<file path="src/rtl/dh_pkg.sv">
`default_nettype none
// ============================================================================
// Module   : dh_pkg
// Purpose  : Shared constants and types for the Diffie-Hellman key controller:
//            controller state encoding, modulus, generator, LFSR taps and seed,
//            and the peer-wait timeout.
// Ports    : none (package)
// Revision : 1.0 - initial release
// ============================================================================
package dh_pkg;

  localparam int P       = 89;
  localparam int G       = 3;
  localparam int TIMEOUT = 1024;

  // x^8 + x^6 + x^5 + x^4 + 1 : feedback taken from bits 7, 5, 4, 3
  localparam logic [7:0] LFSR_TAPS = 8'hB8;
  localparam logic [7:0] LFSR_SEED = 8'hA5;

  typedef enum logic [3:0] {
    S_IDLE     = 4'd0,
    S_GEN      = 4'd1,
    S_PUB_GO   = 4'd2,
    S_PUB_WAIT = 4'd3,
    S_SEND     = 4'd4,
    S_PEER     = 4'd5,
    S_KEY_GO   = 4'd6,
    S_KEY_WAIT = 4'd7,
    S_DONE     = 4'd8
  } state_t;

endpackage
`default_nettype wire

</file>
<file path="src/rtl/dh_lfsr.sv">
`default_nettype none
// ============================================================================
// Module   : dh_lfsr
// Purpose  : Free-running Fibonacci LFSR used as the private-key source.
//            Shifts left every cycle; feedback enters at bit 0.
// Ports    : clk   - clock
//            rst_n - asynchronous active-low reset (loads the seed)
//            value - current LFSR state, never zero
// Revision : 1.0 - initial release
// ============================================================================
module dh_lfsr
  import dh_pkg::*;
#(
  parameter int N = 8
) (
  input  logic         clk,
  input  logic         rst_n,
  output logic [N-1:0] value
);

  localparam logic [N-1:0] c_taps = N'(LFSR_TAPS);
  localparam logic [N-1:0] c_seed = N'(LFSR_SEED);

  logic [N-1:0] r_state;
  logic         w_fb;

  assign w_fb = ^(r_state & c_taps);

  always_ff @(posedge clk or negedge rst_n) begin
    if (!rst_n) begin
      r_state <= c_seed;
    end else begin
      r_state <= {r_state[N-2:0], w_fb};
    end
  end

  assign value = r_state;

endmodule
`default_nettype wire

</file>
<file path="src/rtl/dh_key_ctrl.sv">
`default_nettype none
// ============================================================================
// Module   : dh_key_ctrl
// Purpose  : Sequences one Diffie-Hellman exchange: picks a private key,
//            drives an external modular-powering engine for the public value,
//            sends it, receives and validates the peer value, then drives the
//            engine again for the shared secret.
// Ports    : clk, rst_n                 - clock, async active-low reset
//            start, priv_sel, priv_in   - exchange request and key source
//            pow_start/base/exp         - engine request (registered)
//            pow_res, pow_rdy           - engine response
//            tx_data/valid, tx_ready    - own public value out
//            rx_data, rx_valid          - peer public value in
//            key, key_valid             - shared secret
//            busy, err                  - status (err is sticky)
// Revision : 1.0 - initial release
// ============================================================================
module dh_key_ctrl
  import dh_pkg::*;
#(
  parameter int N       = 8,
  parameter int P       = dh_pkg::P,
  parameter int G       = dh_pkg::G,
  parameter int TIMEOUT = dh_pkg::TIMEOUT
) (
  input  logic         clk,
  input  logic         rst_n,
  input  logic         start,
  input  logic         priv_sel,
  input  logic [N-1:0] priv_in,
  output logic         pow_start,
  output logic [N-1:0] pow_base,
  output logic [N-1:0] pow_exp,
  input  logic [N-1:0] pow_res,
  input  logic         pow_rdy,
  output logic [N-1:0] tx_data,
  output logic         tx_valid,
  input  logic         tx_ready,
  input  logic [N-1:0] rx_data,
  input  logic         rx_valid,
  output logic [N-1:0] key,
  output logic         key_valid,
  output logic         busy,
  output logic         err
);

  localparam int             CW         = $clog2(TIMEOUT);
  localparam logic [N-1:0]   c_lo       = N'(2);
  localparam logic [N-1:0]   c_hi       = N'(P - 2);
  localparam logic [N-1:0]   c_g        = N'(G);
  localparam logic [CW-1:0]  c_tmo_last = CW'(TIMEOUT - 1);

  state_t        r_state;
  logic          r_sel;
  logic [N-1:0]  r_priv;
  logic [CW-1:0] r_cnt;

  logic          r_pow_start;
  logic [N-1:0]  r_pow_base;   // also serves as the latched peer value
  logic [N-1:0]  r_pow_exp;
  logic [N-1:0]  r_tx_data;
  logic          r_tx_valid;
  logic [N-1:0]  r_key;
  logic          r_key_valid;
  logic          r_busy;
  logic          r_err;

  logic [N-1:0]  w_lfsr;
  logic [N-1:0]  w_cand;
  logic          w_cand_ok;
  logic          w_rx_ok;

  dh_lfsr #(.N(N)) u_lfsr (
    .clk   (clk),
    .rst_n (rst_n),
    .value (w_lfsr)
  );

  assign w_cand    = r_sel ? priv_in : w_lfsr;
  assign w_cand_ok = (w_cand >= c_lo) && (w_cand <= c_hi);
  assign w_rx_ok   = (rx_data >= c_lo) && (rx_data <= c_hi);

  always_ff @(posedge clk or negedge rst_n) begin
    if (!rst_n) begin
      r_state     <= S_IDLE;
      r_sel       <= 1'b0;
      r_priv      <= '0;
      r_cnt       <= '0;
      r_pow_start <= 1'b0;
      r_pow_base  <= '0;
      r_pow_exp   <= '0;
      r_tx_data   <= '0;
      r_tx_valid  <= 1'b0;
      r_key       <= '0;
      r_key_valid <= 1'b0;
      r_busy      <= 1'b0;
      r_err       <= 1'b0;
    end else begin
      // Engine start is a single-cycle pulse; only the GO transitions raise it.
      r_pow_start <= 1'b0;
      case (r_state)
        S_IDLE: begin
          if (start) begin
            r_key_valid <= 1'b0;
            r_err       <= 1'b0;
            r_sel       <= priv_sel;
            r_busy      <= 1'b1;
            r_state     <= S_GEN;
          end
        end
        S_GEN: begin
          if (w_cand_ok) begin
            r_priv      <= w_cand;
            r_pow_start <= 1'b1;
            r_pow_base  <= c_g;
            r_pow_exp   <= w_cand;
            r_state     <= S_PUB_GO;
          end else if (r_sel) begin
            // A bad external key cannot improve by waiting; LFSR keys retry.
            r_err   <= 1'b1;
            r_busy  <= 1'b0;
            r_state <= S_IDLE;
          end
        end
        S_PUB_GO: begin
          r_state <= S_PUB_WAIT;
        end
        S_PUB_WAIT: begin
          if (pow_rdy) begin
            r_tx_data  <= pow_res;
            r_tx_valid <= 1'b1;
            r_state    <= S_SEND;
          end
        end
        S_SEND: begin
          if (tx_ready) begin
            r_tx_valid <= 1'b0;
            r_cnt      <= '0;
            r_state    <= S_PEER;
          end
        end
        S_PEER: begin
          if (rx_valid) begin
            if (w_rx_ok) begin
              r_pow_start <= 1'b1;
              r_pow_base  <= rx_data;
              r_pow_exp   <= r_priv;
              r_state     <= S_KEY_GO;
            end else begin
              r_err   <= 1'b1;
              r_busy  <= 1'b0;
              r_state <= S_IDLE;
            end
          end else if (r_cnt == c_tmo_last) begin
            r_err   <= 1'b1;
            r_busy  <= 1'b0;
            r_state <= S_IDLE;
          end else begin
            r_cnt <= r_cnt + CW'(1);
          end
        end
        S_KEY_GO: begin
          r_state <= S_KEY_WAIT;
        end
        S_KEY_WAIT: begin
          if (pow_rdy) begin
            r_key       <= pow_res;
            r_key_valid <= 1'b1;
            r_busy      <= 1'b0;
            r_state     <= S_DONE;
          end
        end
        S_DONE: begin
          r_state <= S_IDLE;
        end
        default: begin
          r_busy  <= 1'b0;
          r_state <= S_IDLE;
        end
      endcase
    end
  end

  assign pow_start = r_pow_start;
  assign pow_base  = r_pow_base;
  assign pow_exp   = r_pow_exp;
  assign tx_data   = r_tx_data;
  assign tx_valid  = r_tx_valid;
  assign key       = r_key;
  assign key_valid = r_key_valid;
  assign busy      = r_busy;
  assign err       = r_err;

endmodule
`default_nettype wire
</file>
<file path="config.mk">
export PLATFORM = sky130hd
export DESIGN_NAME = dh_key_ctrl
export DESIGN_NICKNAME = d
export VERILOG_FILES = /design/src/rtl/dh_pkg.sv /design/src/rtl/dh_lfsr.sv /design/src/rtl/dh_key_ctrl.sv
export SDC_FILE = /design/constraint.sdc
export NUM_CORES = 1
export LEC_CHECK = 0
export BUFFER_PORTS_ARGS = -buffer_cell sky130_fd_sc_hd__buf_2
export CORE_UTILIZATION = 54
export DETAILED_ROUTE_END_ITERATION = 16
export PLACE_DENSITY = 0.86
export SLEW_MARGIN = 20
export SYNTH_ARGS = -nofsm -noshare
export SYNTH_HDL_FRONTEND = slang
export SYNTH_SLANG_ARGS = --single-unit
</file>
<file path="constraint.sdc">
create_clock -name clk -period 2.3 [get_ports clk]
set_input_delay 0.23 -clock clk [delete_from_list [all_inputs] [get_ports clk]]
set_output_delay 0.23 -clock clk [all_outputs]
set_load 0.01 [all_outputs]
</file>
==> results_dict.tcl <==
set metrics [dict create \
    crit_required_ns 2.56 \
    slowest_delay_ns 0.54 \
    drc 0 \
    ys_warn_count 0 \
    rsz0062_at_grt "no" \
    synthCells 267 \
    crit_family "flip-flops" \
    startpoint "r_sel" \
    synthTopCellsByArea "dfrtp_1 (51%), mux2_2 (11%), dfstp_2 (3.3%)" \
    fin_tns_setup_ns 0 \
    netlist_area_um2 3171 \
    cts_buffers 9 \
    grt_overflow 0 \
    synth.distinct_cells 54 \
    reg2reg_depth 5 \
    synth-main-ff-cell "dfrtp_1" \
    drtIter0Drc 153 \
    cts_tree "built" \
    criticalPathCategory "flop to flop" \
    synth.ff_latch_count 68 \
    num_vias 2320 \
    drv_cap 0 \
    finalCoreUtilization 0.6857 \
    drive_above_1_share 0.4160 \
    period_share 0.9188 \
    power.leakage_nw 1.861 \
    grt_pass1_wl_um 10980 \
    yosysTopAreaCellShare 0.5051 \
    place.port_buffers 67 \
    grt_pass1_vias 2387 \
    viasPerCell 5.485 \
    clock_sink_count 68 \
    status "complete, no violations" \
    area_growth_pct 20.56 \
    worstReg2RegEnd "pow_exp[2]" \
    clockBufferDepth 2 \
    layout.filler_cells 419 \
    worstPathMaxFanout 9 \
    synth_edf_count 0 \
    initial_core_util 0.5688 \
    clkLatencyLatePin_ns 0.34 \
    diodes 0 \
    fp.dieH_um 78.63 \
    grt_max_degree 44 \
    cts_root_buf "clkbuf_8" \
    cp.buffers_inverters 1 \
    synthArstFlopShare 1.000 \
    layout_common_cells "buf_2 (67), dfrtp_1 (64), mux2_2 (32)" \
    row_count 27 \
    ctsHtreeMaxLevel 3 \
    irDropWorstVdd_mv 0.7108 \
    rrSetupSlack_ns 0.19 \
    final_nets 378 \
    setup_viol 0 \
    fin_hold_ws_ns 0.1284 \
    finalWirelength_um 6467 \
    fp.coreArea_um2 5574 \
    dp_hpwl_um 4630 \
    maxSlewViolCount 0 \
    ios 68 \
    cp-start-kind "flop" \
    dr.pass1.iters 4 \
    synth.net_count 299 \
    min_path_type "input port to flop" \
    post_drt_wl_per_cell_um 15.29 \
    fp.dieArea_um2 6182 \
    antenna_found_initial 0 \
    powerDensity_nw_per_um2 1157 \
    worstHoldPathCells 2 \
    final_common_cell "buf_2" \
    grt_use_total 0.2354 \
    cp-end-kind "flop" \
    path_cells "mux2_4 -> or4_4 -> o21ai_4 -> buf_4 -> mux2i_1" \
    clk_pin_slew_ns 0.07 \
    avgSynthCellArea_um2 11.87 \
    cpMaxStageDelayCell "dfrtp_1" \
    timing.rr.start "r_sel" \
    fin_crit_ns 2.113 \
    yosysTopAreaCell "dfrtp_1" \
    hold_viol 0 \
    fmax_mhz 473.2 \
    endpoint "pow_exp[2]" \
    tightest_slew_ns 0.6282 \
    crit_cells 5 \
    fin_worst_skew_ns 0.007966 \
    crit_arrival_ns 2.37 \
    gp_congestion 0.8727 \
    fp.dieW_um 78.63 \
    worst_slew_margin_rel 0.5812 \
    seq_area_frac_synth 0.5383 \
    drt.antenna.violating_nets 0 \
]
==> metrics by stage <==
| stage | power [mW] | std cells | worst slack, ns | area, µm² |
|---|---|---|---|---|
| after global routing | 4.699 | 423 | 0.03443 | 3822 |
| final | 4.424 | 423 | 0.1867 | 3822 |
| after CTS | 4.452 | 423 | 0.1867 | 3822 |
| after global placement | 3.397 | 406 | 0.2731 | 3618 |
| after floorplan | 2.950 | 267 | 0.3172 | 3171 |
| after detailed placement | 3.471 | 406 | 0.1920 | 3618 |
==> cells by family (layout without fill, tap and decap cells) <==
group | Yosys count | count (layout) | synth area share
AND/OR/NAND/NOR | 87 | 87 | 0.1515
flip-flops | 68 | 68 | 0.5383
multiplexers | 44 | 44 | 0.1547
AO/OA/AOI/OAI | 38 | 38 | 0.09038
buffers and inverters | 19 | 103 | 0.03354
XOR/XNOR | 10 | 10 | 0.02763
adder cells (fa/ha/maj) | 1 | 1 | 0.003946
==> worst min path at each step <==
| stage | from | endpoint |
|---|---|---|
| 2_1_floorplan | rst_n | busy |
| 3_3_place_gp | rst_n | pow_base[0] |
| 3_5_place_dp | rst_n | pow_base[5] |
| 4_1_cts | rx_data[0] | pow_base[0] |
| 5_1_grt | pow_res[6] | tx_data[6] |
| 6_report | rx_data[0] | pow_base[0] |
==> synth_stat cells, types with 4 or more instances <==
cell       n
dfrtp_1   64
mux2_2    32
nand2_1   22
nor2_1    22
o21ai_0   12
mux2i_1   10
nand2b_1   8
xor2_1     8
inv_1      7
nand3_1    6
buf_2      4
dfstp_2    4
==> flip-flops by register name, indices dropped and copies added (netlist names), 4 cells and up <==
| signal | flops |
|---|---|
| r_cnt | 10 |
| r_state | 4 |
| tx_data | 8 |
| pow_base | 8 |
| pow_exp | 8 |
| r_priv | 8 |
| key | 8 |
| u_lfsr.value | 8 |
==> layer usage <==
layer / vias up / track usage / share of wire
met1: 1125 / 0.2978 / 0.44
met3: 10 / 0.05233 / 0.055
met4: 0 / 0.1222 / 0.015
met5: - / 0 / 0
li1: 1113 / - / -
met2: 72 / 0.3783 / 0.49
==> where the power goes <==
part	switching [mW]	internal, mW	leakage (nW)
logic	0.809	0.818	0.893
registers	0.260	1.57	0.868
clock network	0.440	0.525	0.0991
==> timing repair <==
item,4_1_cts,5_1_grt
setup buffers,0,0
hold endpoints to repair,25,0
resized for setup,0,0
hold buffers,1,0
==> final cells by class <==
cell class	instances	area [µm²]	area share
inverter	7	26.28	0.006874
multi-input combinational	180	1358	0.3552
tap	72	90.09	0.02357
clock buffer	11	141.4	0.03699
clock inverter	5	52.55	0.01375
sequential	68	1707	0.4465
timing repair buffer	80	447.9	0.1172
(Power assumes the default switching activity.)
